**src/rtl/scan_pipe_reg.sv**
```systemverilog
// -----------------------------------------------------------------------------
// scan_pipe_reg
//
// Purpose:
//   A DEPTH-stage, DATA_W-wide data pipeline with a valid bit per stage. The
//   data flops are also stitched into one serial scan chain. Scan shift takes
//   priority over the functional advance. A counter tracks the position within
//   the current chain pass, and a one-cycle pulse marks each completed pass.
//
// Ports:
//   refclk     in   1         single clock, rising edge
//   reset      in   1         synchronous, active-low reset
//   en         in   1         functional pipeline advance enable
//   data_in    in   DATA_W    functional data into stage 0
//   valid_in   in   1         data_in qualifier
//   scan_en    in   1         select scan-shift mode (overrides en)
//   scan_in    in   1         serial scan-chain input
//   data_out   out  DATA_W    last-stage data
//   valid_out  out  1         last-stage valid flag
//   scan_out   out  1         serial scan-chain output (MSB of last stage)
//   scan_cnt   out  CNT_W     shift count within the current chain pass
//   scan_done  out  1         one-cycle pulse after a full chain pass
// -----------------------------------------------------------------------------
module scan_pipe_reg #(
    parameter  int DATA_W    = 5,
    parameter  int DEPTH     = 3,
    localparam int CHAIN_LEN = DATA_W * DEPTH,
    localparam int CNT_W     = (CHAIN_LEN > 1) ? $clog2(CHAIN_LEN) : 1
) (
    input  logic              refclk,
    input  logic              reset,
    input  logic              en,
    input  logic [DATA_W-1:0] data_in,
    input  logic              valid_in,
    input  logic              scan_en,
    input  logic              scan_in,
    output logic [DATA_W-1:0] data_out,
    output logic              valid_out,
    output logic              scan_out,
    output logic [CNT_W-1:0]  scan_cnt,
    output logic              scan_done
);

    localparam logic [CNT_W-1:0] CNT_LAST = CNT_W'(CHAIN_LEN - 1);

    // All data stages live in one flat vector. Stage i occupies bits
    // [i*DATA_W +: DATA_W]. As a result, the scan chain order
    // (scan_in -> stage[0][0] -> ... -> stage[DEPTH-1][DATA_W-1]) is simply
    // the vector's LSB-to-MSB order, and both shift modes become left shifts.
    logic [CHAIN_LEN-1:0] chain_q, chain_d;
    logic [DEPTH-1:0]     vld_q,   vld_d;
    logic [CNT_W-1:0]     cnt_q,   cnt_d;
    logic                 done_q,  done_d;

    // Position within a chain pass, wrapping after the last chain bit.
    function automatic logic [CNT_W-1:0] cnt_wrap_inc(input logic [CNT_W-1:0] c);
        if (c == CNT_LAST) begin
            return '0;
        end
        return c + CNT_W'(1);
    endfunction

    always_comb begin
        chain_d = chain_q;
        vld_d   = vld_q;
        cnt_d   = '0;          // any non-shift edge abandons a partial pass
        done_d  = 1'b0;

        if (scan_en) begin
            // One bit per edge along the chain; valid bits are not in the chain.
            chain_d = (chain_q << 1) | CHAIN_LEN'(scan_in);
            cnt_d   = cnt_wrap_inc(cnt_q);
            done_d  = (cnt_q == CNT_LAST);
        end else if (en) begin
            // One whole stage per edge.
            chain_d = (chain_q << DATA_W) | CHAIN_LEN'(data_in);
            vld_d   = (vld_q << 1) | DEPTH'(valid_in);
        end
    end

    always_ff @(posedge refclk) begin
        if (!reset) begin
            chain_q <= '0;
            vld_q   <= '0;
            cnt_q   <= '0;
            done_q  <= 1'b0;
        end else begin
            chain_q <= chain_d;
            vld_q   <= vld_d;
            cnt_q   <= cnt_d;
            done_q  <= done_d;
        end
    end

    assign data_out  = chain_q[CHAIN_LEN-1 -: DATA_W];
    assign valid_out = vld_q[DEPTH-1];
    assign scan_out  = chain_q[CHAIN_LEN-1];
    assign scan_cnt  = cnt_q;
    assign scan_done = done_q;

endmodule
```
**config.mk**
```make
export PLATFORM = sky130hd
export DESIGN_NAME = scan_pipe_reg
export DESIGN_NICKNAME = d
export VERILOG_FILES = /design/src/rtl/scan_pipe_reg.sv
export SDC_FILE = /design/constraint.sdc
export NUM_CORES = 1
export LEC_CHECK = 0
export ABC_AREA = 1
export BUFFER_PORTS_ARGS = -buffer_cell sky130_fd_sc_hd__buf_4
export CORE_MARGIN = 2
export CORE_UTILIZATION = 47
export DETAILED_ROUTE_END_ITERATION = 10
export GPL_TIMING_DRIVEN = 0
export PLACE_DENSITY = 0.71
export SLEW_MARGIN = 10
export SYNTH_ARGS = -nofsm -noshare
export SYNTH_HDL_FRONTEND = slang
export SYNTH_SLANG_ARGS = --single-unit
export TNS_END_PERCENT = 10
```
**constraint.sdc**
```tcl
create_clock -name refclk -period 0.95 [get_ports refclk]
set_clock_uncertainty 0.1 [all_clocks]
set_input_delay 0.19 -clock refclk [delete_from_list [all_inputs] [get_ports refclk]]
set_output_delay 0.19 -clock refclk [all_outputs]
set_load 0.005 [all_outputs]
```
==> results by group, run 1 <==
Clocking
  – Clk root buf: clkbuf_4
  – Skew-Pair Late Insertion Delay: 0.31 ns
  – CTS tree: built
  – Total CTS buffers: 3
  – Clk pin slew, worst setup/hold paths: 0.13 ns
  – Worst-case clock buffer depth: 2
  – Hold_buf cts: 0
  – H-tree depth: 1
  – Clock sink count: 23

Logic synthesis
  – Post-synth ARST share: 0
  – Leading area contributor after synthesis: dfxtp_1
  – Sequential share of the synthesized area: 0.417
  – Most common cell in the netlist: nand2_1
  – Synth top area share: 0.417
  – Top FF cell, synth: dfxtp_1
  – Synth cell count leaders: nand2_1, nand3_1, dfxtp_1, inv_1, nor2_1
  – Mapped Cells: 155
  – Post-synthesis instance area: 0.00110 mm2
  – Number of distinct library cells after synthesis: 17
  – Synth top area cells: dfxtp_1, nand2_1, nand3_1
  – Post-synthesis register bit count: 23
  – Syn_area_per_cell: 7.13 um2
  – Post-synth EDFFs: 0
  – Ys Warns: 0
  – Synth Net Count: 168

Routing
  – DRT antenna net count: 0
  – Routed Wire Length: 2.15 mm
  – WL/cell: 10.3 um
  – Drt first-iter violations: 10
  – Vias per cell: 4.92
  – Residual DRC: 0
  – DR vias: 1033
  – Pre-antenna DRT Iters: 4

Worst setup path
  – Reg2reg start: scan_cnt[0]
  – Crit path top cell by count: buf_6
  – CP Launch Type: flip-flop
  – Crit path launch: chain_q[14]
  – Critical path arrival: 0.88 ns
  – Crit end category: output port
  – CP bufs+invs: 2
  – Worst r2r dst: scan_cnt[3]
  – Worst path slowest cell: dfxtp_2
  – WP data required: 0.66 ns
  – Setup CP Type: reg2out
  – Crit path max fanout: 3
  – Reg-to-reg setup timing slack: -0.09 ns
  – CP delay by family, top: flip-flops
  – FF-to-FF path depth: 5
  – CP Cell Sequence: buf_6, buf_6
  – Crit-path max cell delay: 0.36 ns

STA
  – # setup viols final: 16
  – Worst Slack Setup Final: -0.218 ns
  – Final hold viol count: 0
  – Max-slew violations: 0
  – TNS Setup: -2.22 ns
  – Relative slew slack: 0.697
  – Final Cycle Share: 1.23
  – Achievable frequency: 856 MHz
  – RSZ-0062 raised after global routing: true
  – Slew @ Worst Pin: 0.454 ns
  – WHS: 0.0359 ns
  – Fin crit period: 1.17 ns

Die
  – Die width: 52.5 um
  – Die Ht: 52.5 um
  – Die Area: 0.00275 mm2
  – I/O Pins: 23
  – Initial Util: 0.499
  – # rows: 17
  – Core area: 0.00221 mm2

Global route
  – Largest net degree at the start of global routing: 14
  – Global route overflow: 0
  – First-pass GRT wire length: 3.88 mm
  – Initial antenna violation count: 0
  – GR Util All Layers: 0.188
  – Vias in the first global route: 925

Final layout
  – Share of layout cells above drive strength 1: 0.308
  – Nets: 196
  – Reg area: 483 um2
  – Area Overhead vs Synth: 30.6%
  – Fillers: 213
  – Non-filler cells, final: 210
  – Area of the multi-input gates: 495 um2
  – Ant diodes: 0

Outcome
  – Outcome: finished, violations left
  – Violated checks: negative setup slack

Hold path
  – Min-delay worst type: in2reg
  – Hold endpoint: vld_q[0]
  – Hold Startpoint: valid_in
  – Hold Crit Depth: 3

Placement
  – Buffers on Ports: 19
  – Routability cong.: 0.841
  – Post-Place Cells: 202
  – Final HPWL DP: 1.55 mm

Power and ir drop
  – Pleak: 0.755 nW
  – Worst vdd ir: 1030 uV
  – Power per cell area: 1160 mW/mm2
  – Overall power: 1.67 mW

Run
  – Max cap viols: 0
==> power by group <==
part	internal, mW	switching [mW]
clock	0.157	0.284
sequential	0.987	0.0259
combinational	0.101	0.113
==> worst min-delay path, cell delays in order <==
cell and delay (ns):
buf_4 0.07, o21ai_0 0.07, nor2_1 0.08
==> cells by family after synthesis <==
logic type | count (synthesis) | synth area share
AO/OA/AOI/OAI | 4 | 0.0181
buffers and inverters | 32 | 0.160
adder cells (fa/ha/maj) | 2 | 0.0226
AND/OR/NAND/NOR | 93 | 0.375
flip-flops | 23 | 0.417
XOR/XNOR | 1 | 0.00793
==> flip-flops by register name, summed over array words and instances (netlist names) <==
register   cells
chain_q       15
scan_cnt       4
vld_q          3
scan_done      1
==> layout make-up <==
type	instances	share of cell area
multi-input cells	100	0.343
plain buffers	13	0.0841
repair buffers	23	0.143
clock buffers	3	0.0156
inverters	19	0.0512
well taps	28	0.0243
flip-flops and latches	23	0.335
clock inverters	1	0.00347
==> repair_timing <==
action / 4_1_cts / 5_1_grt
setup buffers: 4 / 0
pin swaps: 1 / 1
setup endpoints to repair: 16 / 18
resized for setup: 22 / 5
==> how the worst max path moves through the flow <==
| stage | slack, ns | endpoint | depth (start not counted) |
|---|---|---|---|
| after floorplan | -0.01 | scan_cnt[3] | 5 |
| after global placement | -0.06 | scan_cnt[3] | 5 |
| after detailed placement | -0.08 | scan_cnt[3] | 5 |
| after CTS | -0.23 | data_out[4] | 2 |
| after global routing | -0.26 | data_out[4] | 2 |
| final | -0.22 | data_out[4] | 2 |
==> through the flow <==
step           instance area, um2  setup WS (ns)  utilization
3_5_place_dp                 1310        -0.0787        0.590
4_1_cts                      1430         -0.231        0.644
2_1_floorplan                1130        -0.0127            -
3_3_place_gp                 1310        -0.0615        0.590
6_report                     1440         -0.218        0.652
5_1_grt                      1440         -0.260        0.652
==> layer usage <==
layer	wire, um	track usage
met2	1020	0.310
met3	106	0.0257
met4	38	0.0769
met1	992	0.244
met5	0	0
==> cells in the final DEF (no fill, tap or decap), drive strengths merged <==
cell	instances
xnor2	1
ha	2
nand2	48
nand3	33
nand4	1
nor2	11
buf	35
a21oi	1
o21ai	3
clkinv	1
inv	19
clkbuf	4
dfxtp	23
(Power assumes the default switching activity.)
==> run 2: changes to the inputs <==
Settings changed: SETUP_SLACK_MARGIN set to 0.2.
==> run 2 against run 1 <==
The flow still finishes with violations (negative setup slack). Hold slack got worse by 0.0081 ns. Utilization rose by 4.2 points. Flip-flop and latch count did not move. Sequential power barely moved. Critical path depth did not move. Cell count did not move. Non-clock buffer count did not move. Die area did not move. Critical endpoint unchanged.
==> results by group, run 2 (synthesized netlist as in run 1, its figures left out) <==
Outcome
  – Outcome: finished, violations left
  – Violated checks: negative setup slack

Final layout
  – Nets: 196
  – Largest Register: chain_q
  – Share of layout cells above drive strength 1: 0.484
  – Area Overhead vs Synth: 39.0%
  – Ant diodes: 0
  – Most frequent cells in the layout: nand2_1, nand3_1, buf_6, buf_4, inv_1
  – Final Util: 0.694
  – Max reg flops: 15
  – Non-filler cells, final: 210
  – Most common cell after layout, fill and taps aside: nand2_1

Worst setup path
  – Crit end category: output port
  – Worst path slowest cell: dfxtp_2
  – Setup CP Type: reg2out
  – Critical path arrival: 0.89 ns
  – Crit-path max cell delay: 0.36 ns
  – WP data required: 0.66 ns
  – Crit path max fanout: 3
  – CP bufs+invs: 2
  – Crit path top cell by count: buf_6
  – CP delay by family, top: flip-flops
  – CP Cell Sequence: buf_6, buf_6
  – CP Launch Type: flip-flop

Clocking
  – Clock sink count: 23
  – H-tree depth: 1
  – Worst-case clock buffer depth: 2
  – Skew-Pair Late Insertion Delay: 0.32 ns
  – Clk root buf: clkbuf_4
  – Clk pin slew, worst setup/hold paths: 0.14 ns
  – Hold_buf cts: 0
  – CTS tree: built
  – Total CTS buffers: 3

Routing
  – Max Used Layer: met4
  – Vias per cell: 4.95
  – Drt first-iter violations: 9
  – Residual DRC: 0
  – Routed met2 length: 1.16 mm
  – Met3 routed WL: 127 um
  – DRT antenna net count: 0
  – WL/cell: 11.2 um
  – Routed Wire Length: 2.36 mm
  – DR vias: 1039
  – Wl on met1: 1.04 mm
  – Pre-antenna DRT Iters: 4

Die
  – Die Ht: 52.5 um
  – Initial Util: 0.499
  – I/O Pins: 23
  – # rows: 17
  – Die Area: 0.00275 mm2
  – Die width: 52.5 um
  – Core area: 0.00221 mm2

Power and ir drop
  – Worst vdd ir: 953 uV
  – Power per cell area: 1120 mW/mm2
  – Pleak: 0.822 nW

Placement
  – Final HPWL DP: 1.58 mm
  – Buffers on Ports: 19
  – Post-Place Cells: 202
  – Routability cong.: 0.842

Global route
  – First-pass GRT wire length: 3.85 mm
  – GR Util All Layers: 0.188
  – Largest net degree at the start of global routing: 14
  – Global route overflow: 0
  – Vias in the first global route: 976
  – Initial antenna violation count: 0

STA
  – Max-slew violations: 0
  – Final Cycle Share: 1.24
  – Relative slew slack: 0.729
  – RSZ-0062 raised after global routing: true
  – Slew @ Worst Pin: 0.407 ns
  – Worst Slack Setup Final: -0.228 ns
  – # setup viols final: 16
  – Achievable frequency: 849 MHz
  – Final hold viol count: 0
  – Fin crit period: 1.18 ns

Hold path
  – Min-delay worst type: in2reg

Run
  – Max cap viols: 0
-- run 2: cell count changes in the layout (fill, tap and decap cells not counted), moves of 9 or more --
cell	change
dfxtp_2	+10
nand2_2	+9
nand2_1	-9
nand3_2	+14
nand3_1	-13
dfxtp_1	-10
-- run 2: final timing paths --
kind                    start          end  slack, ns  cells after the start
setup / recovery  chain_q[14]  data_out[4]      -0.23                      2
hold / removal       valid_in     vld_q[0]       0.03                      3
setup reg to reg  scan_cnt[0]  scan_cnt[3]      -0.10                      5
hold reg to reg   scan_cnt[0]  scan_cnt[0]       0.37                      1
-- run 2: through the flow --
stage / setup TNS, ns / cell area, um2 / setup slack, ns / hold slack, ns / total power [mW]
global route: -3.06 / 1540 / -0.265 / 0.0579 / 1.79
detailed placement: -0.730 / 1310 / -0.0893 / 0.350 / 1.24
floorplan: -0.0127 / 1130 / -0.0127 / 0.254 / 1.18
CTS: -2.36 / 1480 / -0.229 / 0.0382 / 1.70
global placement: -0.565 / 1310 / -0.0730 / 0.343 / 1.24
finish: -2.40 / 1540 / -0.228 / 0.0278 / 1.71
-- run 2: repair_timing --
item / 4_1_cts / 5_1_grt
setup endpoints to repair: 31 / 34
resized for setup: 44 / 14
pin swaps: 18 / 8
setup buffers: 4 / 0
-- run 2: worst register-to-register path: stages, from the launching register on --
cell	delay (ns)
dfxtp_4	0.40
inv_2	0.05
ha_4	0.15
nand3_2	0.06
nand3_2	0.10
a21oi_1	0.13
-- run 2: final cells by class --
cell class,instances,area [um2]
multi-input cells,100,576
plain buffers,13,121
repair buffers,23,206
flip-flops and latches,23,495
clock buffers,3,22.5
clock inverters,1,5.00
well taps,28,35.0
inverters,19,73.8
fillers,180,677
-- run 2: routing by layer --
metal | global-route usage | vias up
li1 | - | 532
met1 | 0.234 | 471
met2 | 0.319 | 31
met3 | 0.0314 | 5
met4 | 0.0769 | 0
met5 | 0 | -
-- run 2: power by group --
group	total, mW	leakage, nW	switching, mW	internal, mW
sequential	1.02	0.197	0.0288	0.991
clock	0.469	0.0177	0.311	0.158
combinational	0.225	0.607	0.122	0.103
total	1.71	0.822	0.462	1.25
==> run 3: changes to the inputs <==
Settings changed: CORE_UTILIZATION 47 to 52, PLACE_DENSITY 0.71 to 0.74.
Clock period 0.95 ns to 1.35 ns, I/O delays scaled along.
==> run 3 against run 2 <==
The flow now finishes without violations. Global-route usage decreased by 0.058 points. Combinational power decreased by 36%. Utilization increased by 0.68 points. Critical path type unchanged. Cell area decreased by 9.5%. Critical path depth unchanged. Clock power decreased by 31%. Sequential share of layout area increased by 1.6 points. Highest routed layer unchanged. Largest cell class is now registers.
==> results by group, run 3 (synthesized netlist as in run 1, its figures left out) <==
STA
  – Slew @ Worst Pin: 0.447 ns
  – TNS Setup: 0 ns
  – Max-slew violations: 0
  – Relative slew slack: 0.702
  – Fin crit period: 1.23 ns
  – WHS: 0.112 ns
  – Final hold viol count: 0
  – # setup viols final: 0
  – Achievable frequency: 811 MHz
  – Final Cycle Share: 0.913
  – Worst Slack Setup Final: 0.118 ns
  – RSZ-0062 raised after global routing: true

Final layout
  – Most frequent cells in the layout: nand2_1, nand3_1, buf_4
  – Share of layout cells above drive strength 1: 0.275
  – Largest Register: chain_q
  – Final Util: 0.701
  – Ant diodes: 0
  – Max reg flops: 15
  – Fillers: 158
  – Nets: 196
  – Most common cell after layout, fill and taps aside: nand2_1
  – Area Overhead vs Synth: 25.7%

Global route
  – Initial antenna violation count: 0
  – GR Util All Layers: 0.187
  – First-pass GRT wire length: 3.66 mm
  – Largest net degree at the start of global routing: 15
  – Met1 usage: 0.209
  – Global route overflow: 0
  – Grt met2 use: 0.338
  – Vias in the first global route: 906
  – Grt met3 use: 0.0576
  – Most used routing layer: met2

Clocking
  – Skew-Pair Late Insertion Delay: 0.31 ns
  – Total CTS buffers: 3
  – CTS tree: built
  – Clk root buf: clkbuf_4
  – H-tree depth: 1
  – Clock sink count: 23
  – Clk pin slew, worst setup/hold paths: 0.13 ns
  – Worst-case clock buffer depth: 2

Hold path
  – Hold Crit Depth: 3
  – Min-delay worst type: in2reg

Die
  – Initial Util: 0.557
  – # rows: 16
  – I/O Pins: 23
  – Core area: 0.00198 mm2
  – Die width: 50.1 um
  – Die Area: 0.00251 mm2
  – Die Ht: 50.1 um

Routing
  – WL/cell: 10.4 um
  – Drt first-iter violations: 26
  – DR vias: 1043
  – Pre-antenna DRT Iters: 4
  – Vias per cell: 4.99
  – DRT antenna net count: 0
  – Residual DRC: 0
  – Routed Wire Length: 2.18 mm

Worst setup path
  – FF-to-FF path depth: 5
  – Crit path max fanout: 3
  – WP depth: 2
  – Crit path top cell by count: buf_6
  – CP delay by family, top: flip-flops
  – CP bufs+invs: 2
  – Setup CP Type: reg2out
  – Crit end category: output port
  – Crit-path max cell delay: 0.35 ns
  – Critical path arrival: 0.86 ns
  – CP Launch Type: flip-flop
  – WP data required: 0.98 ns
  – Worst path slowest cell: dfxtp_2
  – CP Cell Sequence: buf_6, buf_6

Placement
  – Buffers on Ports: 19
  – Post-placement setup slack: 0.163 ns
  – Routability cong.: 0.803
  – Final HPWL DP: 1.64 mm

Power and ir drop
  – Pleak: 0.744 nW
  – Power per cell area: 853 mW/mm2
  – Worst vdd ir: 975 uV

Run
  – Max cap viols: 0

Outcome
  – Outcome: finished clean
## run 3: cell count changes in the layout (fill, tap and decap cells not counted), sizes merged
cell and delta:
clkinv -1, clkinvlp +1
## run 3: layout make-up
class | instances | area, um2 | share of cell area
inverters | 19 | 73.8 | 0.0532
multi-input cells | 100 | 468 | 0.337
clock buffers | 3 | 22.5 | 0.0162
well taps | 27 | 33.8 | 0.0243
flip-flops and latches | 23 | 470 | 0.339
repair buffers | 23 | 191 | 0.138
plain buffers | 13 | 121 | 0.0874
clock inverters | 1 | 7.51 | 0.00541
## run 3: layer usage
| layer | routed length, um | vias up |
|---|---|---|
| li1 | - | 533 |
| met1 | 889 | 476 |
| met2 | 1140 | 32 |
| met3 | 132 | 2 |
| met4 | 14 | 0 |
| met5 | 0 | - |
## run 3: final timing paths
| kind | from | to | slack [ns] |
|---|---|---|---|
| max | chain_q[14] | data_out[4] | 0.12 |
| max reg2reg | scan_cnt[0] | scan_cnt[3] | 0.20 |
| min | valid_in | vld_q[0] | 0.11 |
| min reg2reg | scan_cnt[0] | scan_cnt[0] | 0.36 |
## run 3: metrics by stage
stage          power [mW]  cell area (um2)  instances
6_report             1.18             1390        209
5_1_grt              1.25             1390        209
4_1_cts              1.20             1390        209
3_5_place_dp        0.875             1280        201
3_3_place_gp        0.870             1280        201
2_1_floorplan       0.826             1100        155
## run 3: worst min-delay path: cells and delay by family
family,cells,cell delay (ns)
AO/OA/AOI/OAI,1,0.08
AND/OR/NAND/NOR,1,0.08
buffers and inverters,1,0.07
## run 3: report_power, final
group	internal (mW)	switching, mW	total [mW]
Sequential	0.701	0.0163	0.717
Clock	0.113	0.209	0.322
Combinational	0.0672	0.0783	0.145
Total	0.881	0.304	1.18
## run 3: repair_timing
item,CTS,global route
gates resized for setup,18,0
setup buffers,4,0
hold buffers,0,0
setup endpoints to repair,15,16
cloned,0,0
